### src/rtl/pc_sequencer.sv
// pc_sequencer: program-counter and fetch sequencer for the 8-bit single-stage core.
// Latency: one instruction per (ack latency + 2) cycles; instr_valid pulses for one EXEC cycle.
// Backpressure: FETCH holds imem_req until imem_ack; a missing ack for FETCH_TIMEOUT cycles halts with fault.
//
// Ports:
//   clk, nReset                 clock, asynchronous active-low reset
//   run                         level start/continue request
//   imem_req/addr/ack/rdata     instruction fetch handshake
//   instr, instr_valid          latched instruction and its one-cycle EXEC strobe
//   PCbranch, PCincr, branchEn  decoder feedback, sampled only in EXEC
//   pc, halted, fault           program counter and halt status
// Optional build macro PERF_CNT_EN adds saturating instr_cnt / br_taken_cnt outputs.
module pc_sequencer #(
  parameter int PC_W          = 8,
  parameter int FETCH_TIMEOUT = 15
) (
  input  logic            clk,
  input  logic            nReset,
  input  logic            run,
  output logic            imem_req,
  output logic [PC_W-1:0] imem_addr,
  input  logic            imem_ack,
  input  logic [7:0]      imem_rdata,
  output logic [7:0]      instr,
  output logic            instr_valid,
  input  logic            PCbranch,
  input  logic            PCincr,
  input  logic            branchEn,
  output logic [PC_W-1:0] pc,
  output logic            halted,
  output logic            fault
`ifdef PERF_CNT_EN
  ,
  output logic [15:0]     instr_cnt,
  output logic [15:0]     br_taken_cnt
`endif
);

  localparam int CNT_W = (FETCH_TIMEOUT < 2) ? 1 : $clog2(FETCH_TIMEOUT + 1);
  // Value of the no-ack counter during the last allowed FETCH cycle.
  localparam logic [CNT_W-1:0] TMO_LAST = CNT_W'(FETCH_TIMEOUT - 1);

  typedef enum logic [1:0] {
    S_IDLE  = 2'd0,
    S_FETCH = 2'd1,
    S_EXEC  = 2'd2,
    S_HALT  = 2'd3
  } state_e;

  state_e           state_q, state_d;
  logic [PC_W-1:0]  pc_q, pc_d;
  logic [7:0]       instr_q, instr_d;
  logic             fault_q, fault_d;
  logic [CNT_W-1:0] tmo_q, tmo_d;
  logic [PC_W-1:0]  next_pc;
  logic [PC_W-1:0]  imm_sext;

  // Branch offset is the 5-bit signed immediate, widened to pc width.
  assign imm_sext = {{(PC_W-5){instr_q[4]}}, instr_q[4:0]};

  always_comb begin
    next_pc = pc_q;
    if (PCbranch) begin
      next_pc = pc_q + imm_sext;
    end else if (PCincr) begin
      next_pc = pc_q + PC_W'(1);
    end
  end

  always_ff @(posedge clk or negedge nReset) begin
    if (!nReset) begin
      state_q <= S_IDLE;
      pc_q    <= '0;
      instr_q <= 8'h00;
      fault_q <= 1'b0;
      tmo_q   <= '0;
    end else begin
      state_q <= state_d;
      pc_q    <= pc_d;
      instr_q <= instr_d;
      fault_q <= fault_d;
      tmo_q   <= tmo_d;
    end
  end

  always_comb begin
    state_d     = state_q;
    pc_d        = pc_q;
    instr_d     = instr_q;
    fault_d     = fault_q;
    tmo_d       = tmo_q;
    imem_req    = 1'b0;
    instr_valid = 1'b0;

    unique case (state_q)
      S_IDLE: begin
        tmo_d = '0;
        if (run) state_d = S_FETCH;
      end

      S_FETCH: begin
        imem_req = 1'b1;
        // An ack in the final allowed cycle takes priority over the timeout.
        if (imem_ack) begin
          instr_d = imem_rdata;
          tmo_d   = '0;
          state_d = S_EXEC;
        end else if (tmo_q == TMO_LAST) begin
          tmo_d   = '0;
          fault_d = 1'b1;
          state_d = S_HALT;
        end else begin
          tmo_d = tmo_q + CNT_W'(1);
        end
      end

      S_EXEC: begin
        instr_valid = 1'b1;
        pc_d        = next_pc;
        // A taken jump with zero offset is a jump-to-self: the program is done.
        if (PCbranch && (instr_q[4:0] == 5'd0)) begin
          state_d = S_HALT;
        end else if (!run) begin
          state_d = S_IDLE;
        end else begin
          state_d = S_FETCH;
        end
      end

      S_HALT: begin
        if (!run) begin
          fault_d = 1'b0;
          state_d = S_IDLE;
        end
      end

      default: state_d = S_IDLE;
    endcase
  end

  assign imem_addr = imem_req ? pc_q : '0;
  assign instr     = instr_q;
  assign pc        = pc_q;
  assign halted    = (state_q == S_HALT);
  assign fault     = fault_q;

`ifdef PERF_CNT_EN
  logic [15:0] instr_cnt_q;
  logic [15:0] br_taken_cnt_q;

  always_ff @(posedge clk or negedge nReset) begin
    if (!nReset) begin
      instr_cnt_q    <= 16'h0000;
      br_taken_cnt_q <= 16'h0000;
    end else if (state_q == S_EXEC) begin
      if (instr_cnt_q != 16'hFFFF) instr_cnt_q <= instr_cnt_q + 16'd1;
      if (branchEn && PCbranch && (br_taken_cnt_q != 16'hFFFF)) begin
        br_taken_cnt_q <= br_taken_cnt_q + 16'd1;
      end
    end
  end

  assign instr_cnt    = instr_cnt_q;
  assign br_taken_cnt = br_taken_cnt_q;
`else
  // branchEn only feeds the performance counters.
  logic unused_branch_en;
  assign unused_branch_en = branchEn;
`endif

endmodule

### config.mk
export PLATFORM = sky130hd
export DESIGN_NAME = pc_sequencer
export DESIGN_NICKNAME = d
export VERILOG_FILES = /design/src/rtl/pc_sequencer.sv
export SDC_FILE = /design/constraint.sdc
export NUM_CORES = 1
export LEC_CHECK = 0
export ABC_CLOCK_PERIOD_IN_PS = 1900
export BUFFER_PORTS_ARGS = -buffer_cell sky130_fd_sc_hd__buf_2
export CAP_MARGIN = 20
export CORE_MARGIN = 2
export CORE_UTILIZATION = 45
export DETAILED_ROUTE_END_ITERATION = 8
export PLACE_DENSITY = 0.75
export SYNTH_ARGS = -nofsm -noshare
export SYNTH_HDL_FRONTEND = slang
export SYNTH_SLANG_ARGS = --single-unit
### constraint.sdc
create_clock -name clk -period 1.9 [get_ports clk]
set_input_delay 0.285 -clock clk [delete_from_list [all_inputs] [get_ports clk]]
set_output_delay 0.285 -clock clk [all_outputs]
set_load 0.01 [all_outputs]
==> results by group, run 1 <==
CTS
  – CTS tree: yes
  – Worst-path clk slew: 0.14 ns
  – Num CTS Buffers: 3
  – Root buf cell: clkbuf_4
  – Clock sinks: 23
  – Post-CTS Setup Inserts: 0
  – Skew-Pair Late Insertion Delay: 0.32 ns
  – Clock buffer depth: 2
  – CTS H-tree lvls: 1

Synthesis
  – Synth Instances: 127
  – Area contributors post-synth: dfrtp_1 45%, mux2_2 7.8%, ha_1 5.8%
  – Synthesis Warnings: 0
  – Adder-cell share of the synthesized area: 0.0736
  – Synth async-reset ratio: 1.00
  – Main combinational cell family by area after synthesis: simple AND/OR/NAND/NOR gates
  – Primary FF master, synth: dfrtp_1
  – Synth unique cells: 38
  – Synth Area in Compound Gates: 0.123
  – Xor/xnor cell area share of the yosys netlist: 0.0407
  – Synth area leader: dfrtp_1
  – Register area share after synthesis: 0.446
  – Cell area after synthesis: 0.00129 mm²
  – Synth Area per Inst: 10.2 µm²
  – Post-synth EDFFs: 0
  – Register bit total from synthesis: 23
  – Yosys top cell area share: 0.446
  – Mux share of post-synthesis cell area: 0.0785
  – Syn nets: 149
  – Post-Synth Simple-Gate Area: 0.206

Finish
  – Fin nets: 205
  – Share of cells above drive strength 1: 0.462
  – Register Area: 577 µm²
  – Multi-input gate area in the final layout: 744 µm²
  – Fill count: 225
  – Antenna Cells: 0
  – Design area: 0.00171 mm²
  – Layout area overhead: 32.6%

Global route
  – Vias in the first global route: 1061
  – Overflow after GRT: 0
  – First-pass GRT wire length: 4660 µm
  – Initial antenna violation count: 0
  – Largest net degree at the start of global routing: 24
  – Total GRT Usage: 0.182

Setup path
  – R2R setup slack: 0.02 ns
  – Critical Path RT: 2.11 ns
  – WP data arrival: 2.09 ns
  – Crit-path max FO: 4
  – Cell Chain, Critical Path: nand2b_4 > ha_4 > inv_2 > fa_2 > nor2b_2 > o21ai_2 > nand3_1 > or3b_1 > xnor2_1
  – Critical Path Source Type: flop
  – Critical path's largest stage delay: 0.37 ns
  – CP max-delay cell: dfrtp_1
  – Critical path type: reg2reg
  – Worst setup EP type: flop

Hold path
  – Hold WC Path Type: in2reg

Flow run
  – Max Cap Viol: 0

Timing
  – Final worst path period need: 1.88 ns
  – WHS: 0.182 ns
  – Clk_skew: 0.0103 ns
  – Rel. slew slack: 0.649
  – Slew @ Worst Pin: 0.527 ns
  – Final setup vio count: 0
  – Setup repair after global routing missed its margin: yes
  – Fin. Hold Viols: 0
  – Setup ws final: 0.0248 ns
  – Fin. max-slew vios: 0
  – Max frequency: 533 MHz
  – Period utilisation layout: 0.987
  – Setup TNS: 0 ns

Routing
  – Via-to-Cell Ratio: 5.25
  – DRC viols: 0
  – Routed WL: 2910 µm
  – Routed vias: 1118
  – DRT Pass-1 Iters: 4
  – WL per Instance: 13.6 µm
  – Post-DRT Antenna Nets: 0
  – Detailed Route Iter0 Violations: 16

Floorplanning
  – Die Ht: 57.6 µm
  – Die width: 57.6 µm
  – Die Area: 0.00331 mm²
  – Row count: 19
  – Initial Utilization: 0.472
  – Core Region: 0.00273 mm²
  – Ports: 43

Power
  – Clock network fraction of design power: 0.089
  – LEAKAGE: 0.844 nW
  – Pwr per Cell Area: 1560 mW/mm²
  – Sequential Power Share: 0.346
  – Part of the power in combinational logic: 0.565
  – P_sw: 1.13 mW
  – Max VDD drop: 1.09 mV
  – Sw frac: 0.423
  – Int Pwr: 1.54 mW

Placed design
  – PortBufs: 41
  – Place WS: -0.112 ns
  – Gpl congestion: 0.783
  – Post-Place Cell Area: 0.00163 mm²
  – Detailed Place HPWL: 2210 µm

Run status
  – Status: finished clean
through the flow:
stage                      util  total power [mW]  std cells
final                     0.626              2.66        213
after CTS                 0.620              2.67        213
after global routing      0.626              2.88        213
after floorplan               -              1.77        127
after detailed placement  0.595              2.37        208
after global placement    0.595              2.29        208
Yosys cell counts, types with 2 or more instances:
master,count
and2_1,10
nand2b_1,2
xnor2_1,2
inv_1,6
a21oi_1,5
o21ai_0,10
xor2_1,4
nand3_1,5
nand2_1,10
a31oi_1,2
dfrtp_1,23
nor2_1,4
o21ai_2,2
ha_1,6
o21ai_1,3
nor3_1,3
mux2_2,9
critical path, delay by kind of cell (launching register included):
family / cells / cell delay [ns]
fa+ha+maj: 2 / 0.47
xor+xnor: 1 / 0.13
flops: 1 / 0.37
buf+inv: 1 / 0.03
compound gates: 1 / 0.09
simple gates: 4 / 0.69
timing repair:
action | in CTS | in global routing
hold buffers | 1 | 0
pin swaps | 2 | 9
gates resized for setup | 6 | 3
hold endpoints to repair | 23 | 0
endpoints found under the setup margin | 10 | 3
cell families (layout without fill, tap and decap cells):
logic type	Yosys count	count (layout)
AO/OA/AOI/OAI	27	27
buffers and inverters	9	64
multiplexers	9	9
AND/OR/NAND/NOR	46	46
flip-flops	23	23
adder cells (fa/ha/maj)	7	7
XOR/XNOR	6	6
final timing paths:
check / cells past startpoint / end / startpoint
min in group asynchronous: 2 / pc[6]$_DFFE_PN0P_ / nReset
worst min register to register: 1 / pc[7]$_DFFE_PN0P_ / pc[7]$_DFFE_PN0P_
max in group asynchronous: 2 / pc[1]$_DFFE_PN0P_ / nReset
worst max register to register: 9 / pc[4]$_DFFE_PN0P_ / instr[0]$_DFFE_PN0P_
worst min-delay path: 2 / instr[7]$_DFFE_PN0P_ / imem_rdata[7]
worst max-delay path: 9 / pc[4]$_DFFE_PN0P_ / instr[0]$_DFFE_PN0P_
layer usage:
metal	wire length, µm	global-route usage	vias to the layer above
met1	1270	0.223	525
met4	17	0.0797	0
met3	158	0.0317	2
met2	1460	0.312	32
met5	0	0	-
li1	-	-	559
flip-flops by register name, summed over array words and instances (netlist names):
name     count
state_q      2
tmo_q        4
instr        8
fault        1
pc           8
layout make-up:
type,instances,area share
Timing Repair Buffer,53,0.174
Multi-Input combinational cell,95,0.435
Clock inverter,1,0.00292
Clock buffer,3,0.0132
Inverter,7,0.0154
Tap cell,31,0.0227
Sequential cell,23,0.337
power by group through the flow:
stage	clock network (mW)	registers, mW	logic, mW
2_1_floorplan	0	0.988	0.781
3_3_place_gp	0	0.896	1.39
3_5_place_dp	0	0.920	1.45
4_1_cts	0.242	0.916	1.51
5_1_grt	0.254	0.958	1.67
6_report	0.236	0.922	1.51
cells in the final DEF, fill, tap and decap left out, types with 2 or more instances in the layout:
cell type   n
nand3_1     5
a21oi_1     4
nor2_1      4
a31oi_1     2
mux2_2      9
inv_1       5
buf_4      11
nand2_1     9
nor3_1      3
and2_1     10
xor2_1      4
xnor2_1     2
buf_2      41
o21ai_0    10
o21ai_2     3
inv_2       2
ha_1        3
ha_4        3
dfrtp_1    22
clkbuf_4    3
o21ai_1     2
Power figures use the tool's default switching activity.
==> inputs of run 2 (changes only) <==
Settings changed: CORE_ASPECT_RATIO set to 1.5.
==> run 2 against run 1 <==
The flow now finishes with violations (negative hold slack); die area grew 0.27%; clock skew fell by 0.0065 ns; cell count grew 2.3%; sequential cell count is the same; critical path depth did not move; non-clock buffer count fell by 1; count of clock-buffer cells in the layout grew 1; first-iteration DRC count rose by 100%; combinational power grew 4%; worst setup slack lost 0.016 ns; highest routed layer unchanged; sequential power is 3.9% higher.
==> results by group, run 2 (synthesis results as in run 1) <==
Run status
  – Status: finished, violations left
  – Failing checks: negative hold slack

Power
  – Max VDD drop: 0.893 mV (-18%)
  – LEAKAGE: 0.853 nW (+1.1%)
  – Pwr per Cell Area: 1610 mW/mm² (+3.4%)
  – Pwr Total: 2.83 mW (+6.3%)

CTS
  – Skew-Pair Late Insertion Delay: 0.26 ns (-0.06 ns)
  – Root buf cell: clkbuf_8
  – Cts hold-fix bufs: 0 (-1)
  – Post-CTS Setup Inserts: 0 (unchanged)
  – CTS H-tree lvls: 1 (unchanged)
  – Worst-path clk slew: 0.08 ns (-0.06 ns)
  – Clock buffer depth: 2 (unchanged)
  – CTS tree: yes
  – Clock sinks: 23 (unchanged)
  – Num CTS Buffers: 3 (unchanged)

Setup path
  – Critical Path Source Type: flop
  – Crit path buf inv count: 1 (unchanged)
  – Worst setup EP type: flop
  – Reg2Reg Depth: 9 (unchanged)
  – Reg2Reg Launch Point: instr[0]$_DFFE_PN0P_
  – Critical Path RT: 2.05 ns (-0.06 ns)
  – Worst r2r dst: pc[4]$_DFFE_PN0P_
  – Critical path's largest stage delay: 0.37 ns (about the same)
  – R2R setup slack: 0.009 ns (-0.02 ns)
  – Crit path max-delay family: simple AND/OR/NAND/NOR gates
  – WP data arrival: 2.04 ns (-0.05 ns)
  – CP max-delay cell: or3b_1
  – Crit-path max FO: 4 (unchanged)
  – Cell Chain, Critical Path: nand2b_4 > ha_4 > inv_2 > fa_2 > nor2b_2 > o21ai_2 > nand3_1 > or3b_1 > xnor2_1
  – Critical path type: reg2reg

Timing
  – Rel. slew slack: 0.660 (+0.0112)
  – Final setup vio count: 0 (unchanged)
  – Slew @ Worst Pin: 0.510 ns (-0.0168 ns)
  – Max frequency: 529 MHz (-0.83%)
  – Clk_skew: 0.00376 ns (-0.00653 ns)
  – Setup ws final: 0.00914 ns (-0.0156 ns)
  – Setup repair after global routing missed its margin: yes
  – WHS: -0.0204 ns (-0.202 ns)
  – Period utilisation layout: 0.995 (+0.00822)
  – Setup TNS: 0 ns (unchanged)
  – Final worst path period need: 1.89 ns (+0.0156 ns)
  – Fin. Hold Viols: 23 (+23)
  – Fin. max-slew vios: 0 (unchanged)

Routing
  – Routed vias: 1137 (+1.7%)
  – Post-DRT Antenna Nets: 0 (unchanged)
  – Via-to-Cell Ratio: 5.22 (-0.63%)
  – DRT Pass-1 Iters: 4 (unchanged)
  – Routed WL: 3030 µm (+4.3%)
  – DRC viols: 0 (unchanged)
  – Detailed Route Iter0 Violations: 32 (+16)
  – WL per Instance: 13.9 µm (+1.9%)

Floorplanning
  – Core Region: 0.00271 mm² (-1.1%)
  – Die Ht: 69.6 µm (+21%)
  – Initial Utilization: 0.477 (+0.00502)
  – Die Area: 0.00332 mm² (+0.27%)
  – Die width: 47.7 µm (-17%)
  – Ports: 43 (unchanged)
  – Row count: 23 (+4)

Finish
  – Fin cells: 218 (+2.3%)
  – Share of cells above drive strength 1: 0.470 (+0.00807)
  – Fin nets: 204 (-0.49%)
  – Commonest non-fill, non-tap cell in the layout: buf_2
  – Most frequent cells in the layout: 41 x buf_2, 23 x dfrtp_1
  – Antenna Cells: 0 (unchanged)
  – Design area: 0.00176 mm² (+2.9%)
  – Layout area overhead: 36.3%

Placed design
  – DP Cell Count: 214 (+2.9%)
  – Detailed Place HPWL: 2370 µm (+7.2%)
  – Gpl congestion: 0.797 (+1.8%)
  – PortBufs: 41 (unchanged)
  – Place WS: -0.100 ns (+0.0115 ns)
  – Post-Place Cell Area: 0.00163 mm² (+0.46%)

Global route
  – Met3 GRT Util: 0.0260 (-0.00570)
  – Met1 capacity usage during global routing: 0.206 (-0.0168)
  – Grt met2 use: 0.364 (+0.0528)
  – GRT Max-Usage Layer: met2
  – Initial antenna violation count: 0 (unchanged)
  – Total GRT Usage: 0.198 (+0.0163)
  – Overflow after GRT: 0 (unchanged)
  – Largest net degree at the start of global routing: 24 (unchanged)
  – First-pass GRT wire length: 4860 µm (+4.1%)
  – Vias in the first global route: 1166 (+9.9%)

Hold path
  – Hold WC Path Type: in2async

Flow run
  – Max Cap Viol: 0 (unchanged)
## run 2: layout make-up
cell class | count | area (µm²)
inverter | 7 | 26.3
multi-input combinational | 95 | 776
sequential | 23 | 576
fill | 245 | 945
clock buffer | 4 | 45.0
timing repair buffer | 52 | 292
tap | 37 | 46.3
## run 2: through the flow
| stage | hold WS, ns | util |
|---|---|---|
| floorplan | -0.0106 | - |
| global placement | 0.285 | 0.604 |
| detailed placement | 0.292 | 0.604 |
| CTS | 0.00438 | 0.629 |
| global route | 0.0327 | 0.651 |
| finish | -0.0204 | 0.651 |
## run 2: timing repair
action | 4_1_cts | 5_1_grt
gates resized for setup | 4 | 9
hold endpoints to repair | 0 | 0
endpoints found under the setup margin | 3 | 11
pin swaps | 4 | 5
## run 2: power by group
part | switching (mW) | internal, mW
clock | 0.156 | 0.150
sequential | 0.259 | 0.699
combinational | 0.756 | 0.813
total | 1.17 | 1.66
## run 2: how the worst max path moves through the flow
stage,startpoint,endpoint,slack (ns),cells after the start
5_1_grt,instr[0]$_DFFE_PN0P_,pc[5]$_DFFE_PN0P_,-0.08,8
2_1_floorplan,instr[0]$_DFFE_PN0P_,pc[4]$_DFFE_PN0P_,-0.05,9
6_report,instr[0]$_DFFE_PN0P_,pc[4]$_DFFE_PN0P_,0.009,9
4_1_cts,instr[0]$_DFFE_PN0P_,pc[4]$_DFFE_PN0P_,0.009,9
3_5_place_dp,PCbranch,pc[4]$_DFFE_PN0P_,-0.10,10
3_3_place_gp,PCbranch,pc[4]$_DFFE_PN0P_,-0.07,10
## run 2: routing by layer
layer  vias to the layer above  part of all wire
li1                        550                 -
met1                       547              0.37
met2                        33              0.57
met3                         7             0.040
met4                         0             0.017
met5                         -                 0
